<file path="config.mk">
export PLATFORM = sky130hd
export DESIGN_NAME = spi_bus_arbiter
export DESIGN_NICKNAME = d
export VERILOG_FILES = /design/src/rtl/spi_bus_arbiter.sv
export SDC_FILE = /design/constraint.sdc
export NUM_CORES = 1
export LEC_CHECK = 0
export CORE_ASPECT_RATIO = 1.1
export CORE_MARGIN = 5
export CORE_UTILIZATION = 51
export DETAILED_ROUTE_END_ITERATION = 8
export PLACE_DENSITY_LB_ADDON = 0.05
export SYNTH_ARGS = -nofsm -noshare
export SYNTH_HDL_FRONTEND = slang
export SYNTH_SLANG_ARGS = --single-unit
</file>
<file path="constraint.sdc">
create_clock -name clock -period 4.45 [get_ports clock]
set_input_delay 0.89 -clock clock [delete_from_list [all_inputs] [get_ports clock]]
set_output_delay 0.89 -clock clock [all_outputs]
set_load 0.005 [all_outputs]
</file>
<file path="src/rtl/spi_bus_arbiter.sv">
// Round-robin owner-of-bus arbiter for several SPI masters sharing one set of pins.
// Optional grant watchdog: define SPI_BUS_ARBITER_TIMEOUT_EN.
module spi_bus_arbiter #(
   parameter int   NUM_REQUESTERS = 2,
   parameter int   NUM_CS_LINES   = 1,
   parameter logic SCLK_IDLE      = 1'b0,
   parameter int   GAP_CYCLES     = 2,
   parameter int   TIMEOUT_CYCLES = 65536
) (
   input  logic                                   clock,
   input  logic                                   reset,
   input  logic [NUM_REQUESTERS-1:0]              req,
   output logic [NUM_REQUESTERS-1:0]              gnt,
   input  logic [NUM_REQUESTERS-1:0]              m_sclk,
   input  logic [NUM_REQUESTERS-1:0]              m_pico,
   input  logic [NUM_REQUESTERS*NUM_CS_LINES-1:0] m_cs,
   output logic [NUM_REQUESTERS-1:0]              m_poci,
   output logic                                   sclk,
   output logic                                   pico,
   input  logic                                   poci,
   output logic [NUM_CS_LINES-1:0]                cs,
   output logic                                   timeout
);

   localparam int N  = NUM_REQUESTERS;
   localparam int PW = $clog2(N);
   localparam logic [N-1:0] ONE = N'(1);

   typedef enum logic [1:0] {IDLE, GRANT, GAP} state_t;

   state_t        state;
   logic [PW-1:0] ptr, owner, pick;
   logic          found;
   logic [7:0]    gap_cnt;
   logic [N-1:0]  elig;
   logic          revoke;
   logic          release_now;

`ifdef SPI_BUS_ARBITER_TIMEOUT_EN
   localparam int TW = $clog2(TIMEOUT_CYCLES + 1);
   logic [TW-1:0] tmo_cnt;
   logic [N-1:0]  blocked;

   // A revoked master stays blocked until its req is seen low once.
   assign elig   = req & ~blocked;
   assign revoke = (state == GRANT) && req[owner] && (tmo_cnt == TW'(TIMEOUT_CYCLES - 1));

   always_ff @(posedge clock) begin
      if (reset) begin
         tmo_cnt <= '0;
         blocked <= '0;
         timeout <= 1'b0;
      end else begin
         timeout <= revoke;
         blocked <= (blocked & req) | (revoke ? (ONE << owner) : '0);
         tmo_cnt <= (state == GRANT && !revoke) ? tmo_cnt + 1'b1 : '0;
      end
   end
`else
   assign elig    = req;
   assign revoke  = 1'b0;
   assign timeout = 1'b0;
`endif

   assign release_now = (state == GRANT) && (!req[owner] || revoke);

   // First eligible requester at or after the pointer, with wrap-around.
   always_comb begin
      logic [PW-1:0] idx;
      found = 1'b0;
      pick  = '0;
      idx   = '0;
      for (int i = 0; i < N; i++) begin
         idx = PW'((int'(ptr) + i) % N);
         if (!found && elig[idx]) begin
            found = 1'b1;
            pick  = idx;
         end
      end
   end

   always_ff @(posedge clock) begin
      if (reset) begin
         state   <= IDLE;
         gnt     <= '0;
         ptr     <= '0;
         owner   <= '0;
         gap_cnt <= '0;
         sclk    <= SCLK_IDLE;
         pico    <= 1'b0;
         cs      <= '1;
      end else begin
         // Pins idle unless a live owner overrides below.
         sclk <= SCLK_IDLE;
         pico <= 1'b0;
         cs   <= '1;
         case (state)
            IDLE: begin
               if (found) begin
                  gnt   <= ONE << pick;
                  owner <= pick;
                  ptr   <= (pick == PW'(N - 1)) ? '0 : pick + 1'b1;
                  state <= GRANT;
               end
            end
            GRANT: begin
               if (release_now) begin
                  gnt     <= '0;
                  gap_cnt <= '0;
                  state   <= (GAP_CYCLES == 0) ? IDLE : GAP;
               end else begin
                  sclk <= m_sclk[owner];
                  pico <= m_pico[owner];
                  cs   <= m_cs[owner*NUM_CS_LINES +: NUM_CS_LINES];
               end
            end
            GAP: begin
               if (gap_cnt == 8'(GAP_CYCLES - 1)) state <= IDLE;
               else                               gap_cnt <= gap_cnt + 1'b1;
            end
            default: state <= IDLE;
         endcase
      end
   end

   // gnt is one-hot only while in GRANT, so it doubles as the poci return mask.
   for (genvar i = 0; i < N; i++) begin : g_poci
      assign m_poci[i] = gnt[i] & poci;
   end

endmodule

</file>
# Word level (Yosys, flattened, before mapping)
# Index checks and enable logic that the tools add are counted.
# totals
register_bits	17
elab_cells	63
# op_classes
add_sub_neg	3
order_cmp	3
n_reduce_logical	12
n_shift	2
bitwise_logic	3
n_eq_ne	7
n_mux	25
# ops
op	n
2-to-1 mux 8 bit	2
case mux 8 bit (2 select lines)	1
2-to-1 mux 1 bit	15
2-to-1 mux 2 bit	5
AND reduction 3 bit	3
adder 8 x 1 -> 8 bit (second input constant)	1
== test 8 x 1 -> 1 bit (second input constant)	1
!= test 2 bit (second input constant)	4
less-than comparator 1 x 2 -> 1 bit (second input constant)	3
case mux 2 bit (3 select lines)	1
case mux 2 bit (2 select lines)	1
nonzero test 2 bit	2
OR reduction 3 bit	1
adder 1 bit (second input constant)	2
bitwise AND 1 bit	2
== test 2 x 1 -> 1 bit (second input constant)	1
== test 2 bit (second input constant)	1
logical AND 1 bit	2
logical NOT 1 bit	2
logical NOT 2 bit	1
AND reduction 2 bit	1
indexed part select 2 x 2 -> 1 bit	1
<< shifter 1 x 1 -> 2 bit (first input constant)	1
NOT 1 bit	1

# Depth between registers and ports, before layout
# depth
depth_word	9
ltp_mapped	6

# Worst setup path after synthesis
# No wires, ideal clock.
# synth_path
path_kind	input-to-reg
start	input port req[1]
end	register cs
setup_time_ps	120
required_ps	4330
slack_ps	2465
path_stages	3
arrival_ps	1866
n_path_buf	0
cell_sequence	mux2i_1 > or4b_2 > a211o_1
# synth_via
elab_chain_len	5
# synth_lines
element	line	rtl
from (decl)	12	input logic [NUM_REQUESTERS-1:0] req,
2-to-1 mux 1 bit (implied by the code) (2 in a row)	65	assign release_now = (state == GRANT) && (!req[owner] || revoke);
logical NOT 1 bit	65	
logical AND 1 bit	65	
OR reduction 3 bit (no source line)	--	
to (signal assigned)	114	cs <= m_cs[owner*NUM_CS_LINES +: NUM_CS_LINES];
to (decl)	21	output logic [NUM_CS_LINES-1:0] cs,
# No other way between the ends. The select of a mux whose other input is x is not followed.
# A chain may end at the register's enable or synchronous reset.

# Worst setup path after layout
# layout_path
start	input port poci
end	output port m_poci[0]
# layout_via
elab_chain_len	1
# layout_lines
element	line	rtl
from (decl)	20	input logic poci,
bitwise AND 1 bit	128	assign m_poci[i] = gnt[i] & poci;
to (decl)	17	output logic [NUM_REQUESTERS-1:0] m_poci,
# No other way between the ends.

==> results.yml <==
sta:
  setup_violations: 0
  finalClockSkew_ns: 0.005658
  max_slew_margin_pct: 62.32
  hold_viol: 0
  setup_slack_ns: 1.586
  setup_tns_ns: 0
  post-route-period-util_pct: 64.35
  rsz0062_at_grt: "false"
  period_minus_slack_ns: 2.864
  clock.fmax_ghz: 0.3492
  worst_slew_pin_slew_ns: 0.5633
  finalMaxSlewViolations: 0
cts:
  hold_buffers: 0
  clockBufferDepth: 2
  cts_resized: 0
  cts_root_buffer: "clkbuf_4"
  clk_latency_ns: 0.29
  cts.sinks: 17
  cts_buffers: 3
  cts_tree: "done"
  clkTransAtPathRegs_ns: 0.10
  cts_setup_buffers: 0
  cts_max_level: 1
global_routing:
  track_usage_pct: 16.24
  grt_pass1_vias: 655
  grt_max_degree: 17
  grt_pass1_wl_um: 2849
  overflow: 0
  antenna_found_initial: 0
power_and_ir_drop:
  p_int_uw: 225.5
  p_per_area_nw_per_um2: 303.5
  switchingPower_uw: 84.05
  p_clk_share_pct: 26.5
  peakVddDrop_uv: 168.1
  switching_share_pct: 27.16
  combPwrFrac_pct: 18.9
  p_leak_nw: 0.3442
  p_seq_share_pct: 54.7
critical_path:
  rr_startpoint: "gap_cnt[0]"
  r2r_cells: 5
  crit_path_end_kind: "primary output"
  worstSetupPathType: "primary input to primary output"
  crit_path_max_fanout: 2
  critPathLaunchType: "primary input"
  cp.arrival_ns: 1.97
  worstPathRequired_ns: 3.56
  regToRegSetupSlack_ns: 2.42
  timing.rr.end: "gap_cnt[3]"
synthesis:
  synth_flop_cell: "dfxtp_1"
  synth-edff-count: 0
  syn_area_um2: 820.8
  synth_seq_cells: 17
  syn_nets: 104
  synthArstFlopShare_pct: 0
  synth_area_per_cell_um2: 9.020
  synth.top_cell.area_share_pct: 41.46
  synthTopCellsByArea: "dfxtp_1, a21oi_1, nand3_1"
  yosysSeqAreaShare_pct: 41.46
  yosys_warnings: 0
  synth_area_leader_cell: "dfxtp_1"
  synthDistinctLibCells: 35
  netlist_instances: 91
finish:
  area_growth_pct: 24.24
  nFillCells: 144
  diodes: 0
  multi_input_area_um2: 456.7
  nets: 122
  utilization_pct: 65.46
  final_cell_mix: "dfxtp_1, clkdlybuf4s50_1, a21oi_1, nand3_1, nand2_1"
  seqCellArea_um2: 340.3
  drive_above_1_share_pct: 11.11
route:
  wl_um: 1671
  drtPass1Iterations: 4
  postRouteAntennaNets: 0
  drc: 0
  drt-wirelength-per-cell_um: 13.37
  num_vias: 712
  drt_iter0_drc: 9
  viasPerCell: 5.696
floorplan:
  start_util_pct: 52.69
  io_pins: 19
  dieWidth_um: 48.25
  die_h_um: 52.08
  row_count: 15
  die-area_um2: 2513
  core_area_um2: 1558
run_status:
  status: "completed"
min_path:
  hold_end: "gnt[0]"
  hp-class: "register to register"
  worstHoldStart: "gnt[0]"
  hold_depth: 2
place:
  pre_cts_slack_ns: 1.573
  place_hpwl_um: 1238
  portBuffers: 17
  place_congestion: 0.8622
job:
  drv_cap: 0
[stage by stage]
stage,hold slack [ns],instances,total power [mW],instance area (um2)
floorplan,0.4632,91,0.2064,820.8
global placement,0.4698,121,0.2313,992.2
detailed placement,0.4785,121,0.2312,992.2
CTS,0.4927,125,0.3120,1020
global route,0.5134,125,0.3281,1020
finish,0.4841,125,0.3095,1020
[routing by layer]
layer  routed length [um]  up-vias  track usage (%)
li1                     -      368                -
met1                  740      328            18.45
met2                  801       12            25.22
met3                   77        4            3.460
met4                   52        0            12.11
met5                    0        -                0
[flip-flops by register name (all words and copies together) (netlist names)]
register and flops:
cs 1, gap_cnt 8, gnt 2, owner 1
pico 1, ptr 1, sclk 1, state 2
[worst max path at each step]
stage                      start         to  depth (start not counted)
after floorplan           req[1]         cs                          3
after global placement      poci  m_poci[0]                          3
after detailed placement    poci  m_poci[0]                          3
after CTS                   poci  m_poci[0]                          3
after global routing        poci  m_poci[0]                          3
final                       poci  m_poci[0]                          3
[kinds of logic (layout without fill, tap and decap cells)]
logic type,after synthesis,after routing,synth area share (%)
other,1,1,0.4569
buffers and inverters,5,22,2.896
adders and majority gates,2,2,3.048
DFF,17,17,41.46
AOI/OAI and AO/OA,23,23,20.43
and+or+nand+nor,40,40,28.05
muxes,3,3,3.659
[critical path, stage by stage]
cell and delay (ns):
clkdlybuf4s50_1 0.46, and2_1 0.12, clkdlybuf4s50_1 0.50
[area by class of cell]
class / count / share of cell area (%)
well taps: 17 / 2.086
flip-flops and latches: 17 / 33.37
inverters: 1 / 0.3681
clock buffers: 3 / 2.209
clock inverters: 1 / 0.4908
repair buffers: 17 / 16.69
multi-input cells: 69 / 44.79
[synth_stat cells (all sizes together), types with 2 or more instances]
library cell	n
mux2i	3
or4b	2
nand2b	2
nor3	2
a21oi	9
clkbuf	2
dfxtp	17
a31oi	2
and2	2
ha	2
o21ai	3
nand2	8
nand3	8
nor2	6
a311oi	3
nand3b	3
buf	2
[power groups by stage]
stage | clock network (mW) | registers, mW | logic, mW
floorplan | 0 | 0.170 | 0.0365
global placement | 0 | 0.173 | 0.0586
detailed placement | 0 | 0.173 | 0.0584
CTS | 0.0839 | 0.169 | 0.0588
global route | 0.0919 | 0.171 | 0.0651
finish | 0.0819 | 0.169 | 0.0584
Note: power is estimated with default switching activity, not from simulation.
